$ cat config.mk
export PLATFORM = sky130hd
export DESIGN_NAME = rs232_avm_slave
export DESIGN_NICKNAME = d
export VERILOG_FILES = /design/src/rtl/rs232_avm_slave.sv
export SDC_FILE = /design/constraint.sdc
export NUM_CORES = 1
export LEC_CHECK = 0
export ABC_AREA = 0
export CORE_MARGIN = 1.5
export CORE_UTILIZATION = 55
export CTS_CLUSTER_DIAMETER = 30
export DETAILED_ROUTE_END_ITERATION = 8
export PLACE_DENSITY = 0.95
export SYNTH_ARGS = -nofsm -noshare
export SYNTH_HDL_FRONTEND = slang
export SYNTH_SLANG_ARGS = --single-unit
$ cat constraint.sdc
create_clock -name avm_clk -period 7.2 [get_ports avm_clk]
set_input_delay 1.08 -clock avm_clk [delete_from_list [all_inputs] [get_ports avm_clk]]
set_output_delay 1.08 -clock avm_clk [all_outputs]
set_load 0.02 [all_outputs]
$ cat src/rtl/rs232_avm_slave.sv
`default_nettype none
// ============================================================================
// rs232_avm_slave : Avalon-MM UART peripheral (8N1), RX/TX/STATUS registers
// Revision 1.0 - initial release
// ============================================================================
module rs232_avm_slave #(
    parameter int CLKS_PER_BIT = 434
) (
    input  logic        avm_clk,
    input  logic        avm_rst,
    input  logic [4:0]  avm_address,
    input  logic        avm_read,
    output logic [31:0] avm_readdata,
    input  logic        avm_write,
    input  logic [31:0] avm_writedata,
    output logic        avm_waitrequest,
    input  logic        uart_rxd,
    output logic        uart_txd
);

    typedef enum logic [1:0] {
        IDLE  = 2'd0,
        START = 2'd1,
        DATA  = 2'd2,
        STOP  = 2'd3
    } state_t;

    localparam logic [15:0] BIT_LAST  = 16'(CLKS_PER_BIT - 1);
    localparam logic [15:0] HALF_LAST = 16'(CLKS_PER_BIT / 2 - 1);

    logic        ack_r;
    logic        req, rd_done, wr_done;
    logic        rx_pop, status_rd, tx_load;
    logic        unused_bits;

    logic        rxd_meta, rxd_sync;
    state_t      rx_state;
    logic [15:0] rx_cnt;
    logic [2:0]  rx_bit;
    logic [7:0]  rx_shift, rx_data;
    logic        rx_valid, overrun, frame_err;

    state_t      tx_state;
    logic [15:0] tx_cnt;
    logic [2:0]  tx_bit;
    logic [7:0]  tx_shift;
    logic        tx_ready;

    // Every access stalls exactly one cycle and completes while ack_r is high.
    assign req             = avm_read | avm_write;
    assign avm_waitrequest = req & ~ack_r;
    assign rd_done         = req & ack_r & avm_read;
    assign wr_done         = req & ack_r & avm_write & ~avm_read;
    assign rx_pop          = rd_done & (avm_address == 5'd0);
    assign status_rd       = rd_done & (avm_address == 5'd8);
    assign tx_load         = wr_done & (avm_address == 5'd4) & tx_ready;
    assign unused_bits     = ^avm_writedata[31:8];

    always_ff @(posedge avm_clk or posedge avm_rst) begin
        if (avm_rst) ack_r <= 1'b0;
        else         ack_r <= req & ~ack_r;
    end

    always_comb begin
        avm_readdata = 32'd0;
        if (rd_done) begin
            case (avm_address)
                5'd0:    avm_readdata = {24'd0, rx_data};
                5'd8:    avm_readdata = {22'd0, frame_err, overrun, rx_valid, tx_ready, 6'd0};
                default: avm_readdata = 32'd0;
            endcase
        end
    end

    always_ff @(posedge avm_clk or posedge avm_rst) begin
        if (avm_rst) begin
            rxd_meta <= 1'b1;
            rxd_sync <= 1'b1;
        end else begin
            rxd_meta <= uart_rxd;
            rxd_sync <= rxd_meta;
        end
    end

    // Clears from bus reads come first so a same-cycle receive event wins.
    always_ff @(posedge avm_clk or posedge avm_rst) begin
        if (avm_rst) begin
            rx_state  <= IDLE;
            rx_cnt    <= 16'd0;
            rx_bit    <= 3'd0;
            rx_shift  <= 8'd0;
            rx_data   <= 8'd0;
            rx_valid  <= 1'b0;
            overrun   <= 1'b0;
            frame_err <= 1'b0;
        end else begin
            if (rx_pop) rx_valid <= 1'b0;
            if (status_rd) begin
                overrun   <= 1'b0;
                frame_err <= 1'b0;
            end
            case (rx_state)
                IDLE: begin
                    rx_cnt <= 16'd0;
                    rx_bit <= 3'd0;
                    if (!rxd_sync) rx_state <= START;
                end
                START: begin
                    if (rx_cnt == HALF_LAST) begin
                        rx_cnt   <= 16'd0;
                        rx_state <= rxd_sync ? IDLE : DATA;
                    end else begin
                        rx_cnt <= rx_cnt + 16'd1;
                    end
                end
                DATA: begin
                    if (rx_cnt == BIT_LAST) begin
                        rx_cnt   <= 16'd0;
                        rx_shift <= {rxd_sync, rx_shift[7:1]};
                        rx_bit   <= rx_bit + 3'd1;
                        if (rx_bit == 3'd7) rx_state <= STOP;
                    end else begin
                        rx_cnt <= rx_cnt + 16'd1;
                    end
                end
                STOP: begin
                    if (rx_cnt == BIT_LAST) begin
                        rx_cnt   <= 16'd0;
                        rx_state <= IDLE;
                        if (rxd_sync) begin
                            rx_data  <= rx_shift;
                            rx_valid <= 1'b1;
                            if (rx_valid && !rx_pop) overrun <= 1'b1;
                        end else begin
                            frame_err <= 1'b1;
                        end
                    end else begin
                        rx_cnt <= rx_cnt + 16'd1;
                    end
                end
                default: rx_state <= IDLE;
            endcase
        end
    end

    always_ff @(posedge avm_clk or posedge avm_rst) begin
        if (avm_rst) begin
            tx_state <= IDLE;
            tx_cnt   <= 16'd0;
            tx_bit   <= 3'd0;
            tx_shift <= 8'd0;
            tx_ready <= 1'b1;
            uart_txd <= 1'b1;
        end else begin
            case (tx_state)
                IDLE: begin
                    uart_txd <= 1'b1;
                    tx_cnt   <= 16'd0;
                    if (tx_load) begin
                        tx_shift <= avm_writedata[7:0];
                        tx_ready <= 1'b0;
                        uart_txd <= 1'b0;
                        tx_state <= START;
                    end
                end
                START: begin
                    if (tx_cnt == BIT_LAST) begin
                        tx_cnt   <= 16'd0;
                        tx_bit   <= 3'd0;
                        uart_txd <= tx_shift[0];
                        tx_state <= DATA;
                    end else begin
                        tx_cnt <= tx_cnt + 16'd1;
                    end
                end
                DATA: begin
                    if (tx_cnt == BIT_LAST) begin
                        tx_cnt <= 16'd0;
                        if (tx_bit == 3'd7) begin
                            uart_txd <= 1'b1;
                            tx_state <= STOP;
                        end else begin
                            tx_bit   <= tx_bit + 3'd1;
                            tx_shift <= {1'b0, tx_shift[7:1]};
                            uart_txd <= tx_shift[1];
                        end
                    end else begin
                        tx_cnt <= tx_cnt + 16'd1;
                    end
                end
                STOP: begin
                    if (tx_cnt == BIT_LAST) begin
                        tx_cnt   <= 16'd0;
                        tx_ready <= 1'b1;
                        tx_state <= IDLE;
                    end else begin
                        tx_cnt <= tx_cnt + 16'd1;
                    end
                end
                default: tx_state <= IDLE;
            endcase
        end
    end

endmodule
`default_nettype wire

## After elaboration in Yosys (flattened, before gate mapping)

Index checks and enable logic that the tools add are counted.

- Flip-flop bits (word level): 74
- Input bits: 42
- Output and inout bits: 34
- Word-level logic and storage cells: 129

- Add/sub/neg operators: 4
- Equal/unequal tests: 24
- Muxes and demuxes: 51
- Bitwise gates (word level): 12
- Reductions and logical operators: 21

Operators by type and width:

| cell | count |
|---|---|
| 16-bit 2-to-1 mux | 3 |
| 16-bit one-hot mux with 3 select lines | 1 |
| 16-bit by 1-bit adder with 16-bit output (second input constant) | 2 |
| 16-bit by 9-bit == test with 1-bit output (second input constant) | 2 |
| 16-bit one-hot mux with 2 select lines | 1 |
| 8-bit 2-to-1 mux | 3 |
| 2-bit 2-to-1 mux | 11 |
| 2-bit != test (second input constant) | 11 |
| 10-bit one-hot mux with 2 select lines | 1 |
| 1-bit 2-to-1 mux | 19 |
| 16-bit by 8-bit == test with 1-bit output (second input constant) | 1 |
| 2-bit one-hot mux with 4 select lines | 2 |
| 8-bit one-hot mux with 2 select lines | 1 |
| 3-bit 2-to-1 mux | 4 |
| 3-bit one-hot mux with 2 select lines | 2 |
| 10-bit 2-to-1 mux | 1 |
| 5-bit AND reduction | 2 |
| 1-bit AND | 9 |
| 3-bit AND reduction | 3 |
| 2-bit == test (second input constant) | 4 |
| 4-bit AND reduction | 2 |
| 2-bit nonzero test | 4 |
| 3-bit by 1-bit adder with 3-bit output (second input constant) | 2 |
| 3-bit == test (second input constant) | 2 |
| other kinds (15) | 19 |

## Logic depth before layout (Yosys ltp)

- Depth in word-level cells: 10
- Mapped depth: 8
- Gate-level depth less buffers: 7

## Worst setup path before layout

Ideal clock, no wire load.

- Path type: input-to-output
- Start: input avm_address[1]
- End: output avm_readdata[0]
- Arrival: 2,023 ps
- Required time: 6,120 ps
- Path slack: 4,097 ps
- Cell stages on the path: 4
- Buffers on the path: 0
- Cells stage by stage: nor4b_1 > nand3_1 > nor2_1 > and2_1

- Longest elaborated chain between the ends: 3
- Elaborated cells on any way between the ends: 4
- Those cells by class: eq/ne: 1; mux: 2; reduce/logical: 1

Ends and longest elaborated chain:

| element | line | RTL |
|---|---|---|
| start: declaration | 11 | `input logic [4:0] avm_address,` |
| 5-bit by 4-bit == test with 1-bit output / 5-bit zero test (equally long branches) | 67 | `case (avm_address)` |
| 10-bit one-hot mux with 2 select lines * | 67 |  |
| 10-bit 2-to-1 mux * | 66 | `if (rd_done) begin` |
| end: declaration | 13 | `output logic [31:0] avm_readdata,` |

Mark *: on every way between the ends. The rest lies on a longest branch, timed or not.

## Worst setup path after layout

- Start: input avm_address[1]
- End: output avm_readdata[4]

Same word-level chain as after synthesis.

==> results.yml <==
floorplanning:
  fp.dieW_um: 87.2
  rows: 30
  core-area_um2: 6830
  die_area_um2: 7600
  start_util_pct: 57.0
  design.portCount: 76
  die_h_um: 87.2
route:
  drt-total-wl_mm: 7.58
  via_per_inst: 5.52
  wl_per_cell_um: 14.8
  initialDrtViolationCount: 101
  drtPass1Iterations: 4
  vias: 2821
  postRouteAntennaNets: 0
  drc: 0
yosys:
  netlist_area_um2: 3900
  synth_edf_count: 0
  yosys.area_share.xor_xnor_pct: 6.29
  synth_compound_area_share_pct: 8.54
  synth.area.mux_share_pct: 6.01
  netlist_instances: 382
  yosys.area_share.simple_pct: 19.8
  synth_top_area_cell: "dfrtp_1"
  postSynthAreaPerCell_um2: 10.2
  ys_types: 54
  ys.warnings.count: 0
  async_flop_share_pct: 100
  ys_seq_area_share_pct: 47.7
  synthAdderAreaFrac_pct: 4.50
  synth_top_area_share_pct: 45.0
  synth_top_family_by_area: "simple AND/OR/NAND/NOR gates"
  synth.area.top_cells: "dfrtp_1 45%, mux2_2 5.5%, ha_1 4.5%"
  ys_seq_elements: 74
  ys.flop_type: "dfrtp_1"
finish:
  area_delta_synth_final_pct: 12.9
  fillCellCount: 502
  multi_input_area_um2: 1840
  final_cell_mix: "70 x dfrtp_1, 46 x nor2_1, 29 x clkdlybuf4s50_1"
  num_antenna_cells: 0
  nNetsFinal: 466
  post-route-util_pct: 64.4
  drive_gt1_share_pct: 12.3
  final_area_um2: 4400
  final_common_cell: "dfrtp_1"
  area.sequential_um2: 1860
place:
  place_ws_ns: 2.95
  place.gp.congestion: 0.816
  numPortBuffers: 29
  hpwl_mm: 5.18
  dpl_cell_area_um2: 4170
sta:
  worst_pin_slew_ns: 0.913
  setup_violations: 0
  hold_viol: 0
  max_freq_ghz: 0.235
  slew_headroom_pct: 39.2
  timing.setup.tns_ns: 0
  period_minus_slack_ns: 4.25
  fin_crit_sh_pct: 59.1
  skew_ns: 0.00843
  rsz0062_at_grt: "no"
  slew_violations: 0
  setup_slack_ns: 2.95
critical_path:
  setup.worst_path.class: "primary input to output pin"
  crit_chain: "clkdlybuf4s50_1 > nor4b_1 > nand3_1 > nor2_1 > and2_1 > clkdlybuf4s50_1"
  end_kind: "output pin"
  worst-path-buf-inv: 2
  arrival_ns: 3.17
  critPathLaunchType: "primary input"
  crit_family: "simple AND/OR/NAND/NOR gates"
  cpPeakStageDelay_ns: 0.62
  critPathRequiredTime_ns: 6.12
  cp_max_fo: 7
  worst_path_max_delay_cell: "clkdlybuf4s50_1"
  crit_top_cell: "clkdlybuf4s50_1"
global_route:
  grt_pass1_wl_mm: 12.6
  grt_pass1_vias: 2898
  grt_max_degree: 75
  antenna_found_initial: 0
  top_usage_layer: "met2"
  use_met3_pct: 6.35
  gr-usage-all-layers_pct: 21.8
  globalRouteMet2Util_pct: 37.6
  grt_util_met1_pct: 24.0
  overflow: 0
clock_tree:
  cts_hold_buf: 0
  cts_tree: "built"
  clk_latency_ns: 0.37
  cts.reportedPaths.clkPinSlew_ns: 0.08
  clockBufferDepth: 2
  cts_setup_buffers: 0
  cts_buffers: 9
  root_buffer: "clkbuf_8"
  clock-sinks: 74
  h-tree-depth: 3
  cts_resized: 0
power_and_ir_drop:
  power_uw: 825
  power.density_nw_per_um2: 187
  leakage_nw: 2.09
  irDropWorstVdd_v: 0.000175
run:
  drv_cap: 0
min_path:
  hold_path.class: "flop to flop"
run_status:
  status: "complete, no violations"
-- metrics by stage --
| stage | instances | hold WS (ns) |
|---|---|---|
| floorplan | 403 | 0.345 |
| global route | 511 | 0.366 |
| finish | 511 | 0.362 |
| global placement | 495 | 0.346 |
| CTS | 511 | 0.362 |
| detailed placement | 495 | 0.351 |
-- synthesized netlist by cell type, types with 2 or more instances --
cell,instances
or4_1,6
clkbuf_1,10
and2_1,10
mux2i_1,2
nor2_1,46
or4bb_1,4
inv_1,15
nand2_1,25
nor4b_1,2
dfrtp_1,70
a22o_1,6
and3_1,7
nor4_1,4
nand2b_1,3
xor2_1,16
nor3_1,4
and4_1,3
mux2_2,19
dfstp_2,4
a21oi_1,10
xnor2_1,12
buf_4,22
nand3_1,13
ha_1,14
o22ai_1,11
nand4_1,6
nor2b_1,2
o21ai_0,10
-- registers in the layout, summed over array words and instances (netlist names), 2 cells and up, named ones only --
signal    flops
tx_shift      8
rx_data       8
tx_cnt       16
tx_bit        3
tx_state      2
rx_cnt       16
rx_bit        3
rx_shift      8
-- where the power goes --
group | internal [mW] | leakage (nW) | switching, mW
clock network | 0.198 | 0.106 | 0.167
registers | 0.419 | 0.971 | 0.00273
logic | 0.0128 | 1.01 | 0.0247
total | 0.630 | 2.09 | 0.195
-- cell families after synthesis --
| family | after synthesis |
|---|---|
| buffers and inverters | 49 |
| DFF | 74 |
| muxes | 21 |
| xor gates and xnor gates | 28 |
| other | 1 |
| adders and majority gates | 14 |
| AOI/OAI and AO/OA | 50 |
| and+or+nand+nor | 145 |
-- final timing paths --
kind                                startpoint               to  slack [ns]  depth (start not counted)
worst max-delay path            avm_address[1]  avm_readdata[4]        2.95                          6
worst min-delay path                  rxd_meta         rxd_sync        0.36                          0
worst max register to register       rx_cnt[2]      rx_shift[1]        4.42                          4
worst min register to register        rxd_meta         rxd_sync        0.36                          0
max in group asynchronous              avm_rst        tx_cnt[8]        5.30                          3
min in group asynchronous              avm_rst       rx_data[4]        1.32                          3
-- final cells by class --
type	count	share of cell area [%]
clock inverters	7	2.30
flip-flops and latches	74	42.2
multi-input cells	280	41.9
well taps	96	2.73
repair buffers	30	6.77
inverters	15	1.28
clock buffers	9	2.82
-- layer usage --
metal,part of all wire (%),up-vias,wire (µm)
li1,-,1337,-
met1,41,1404,3120
met2,52,57,3970
met3,3.4,23,257
met4,3.0,0,231
met5,0,-,0
(Power assumes the default switching activity.)
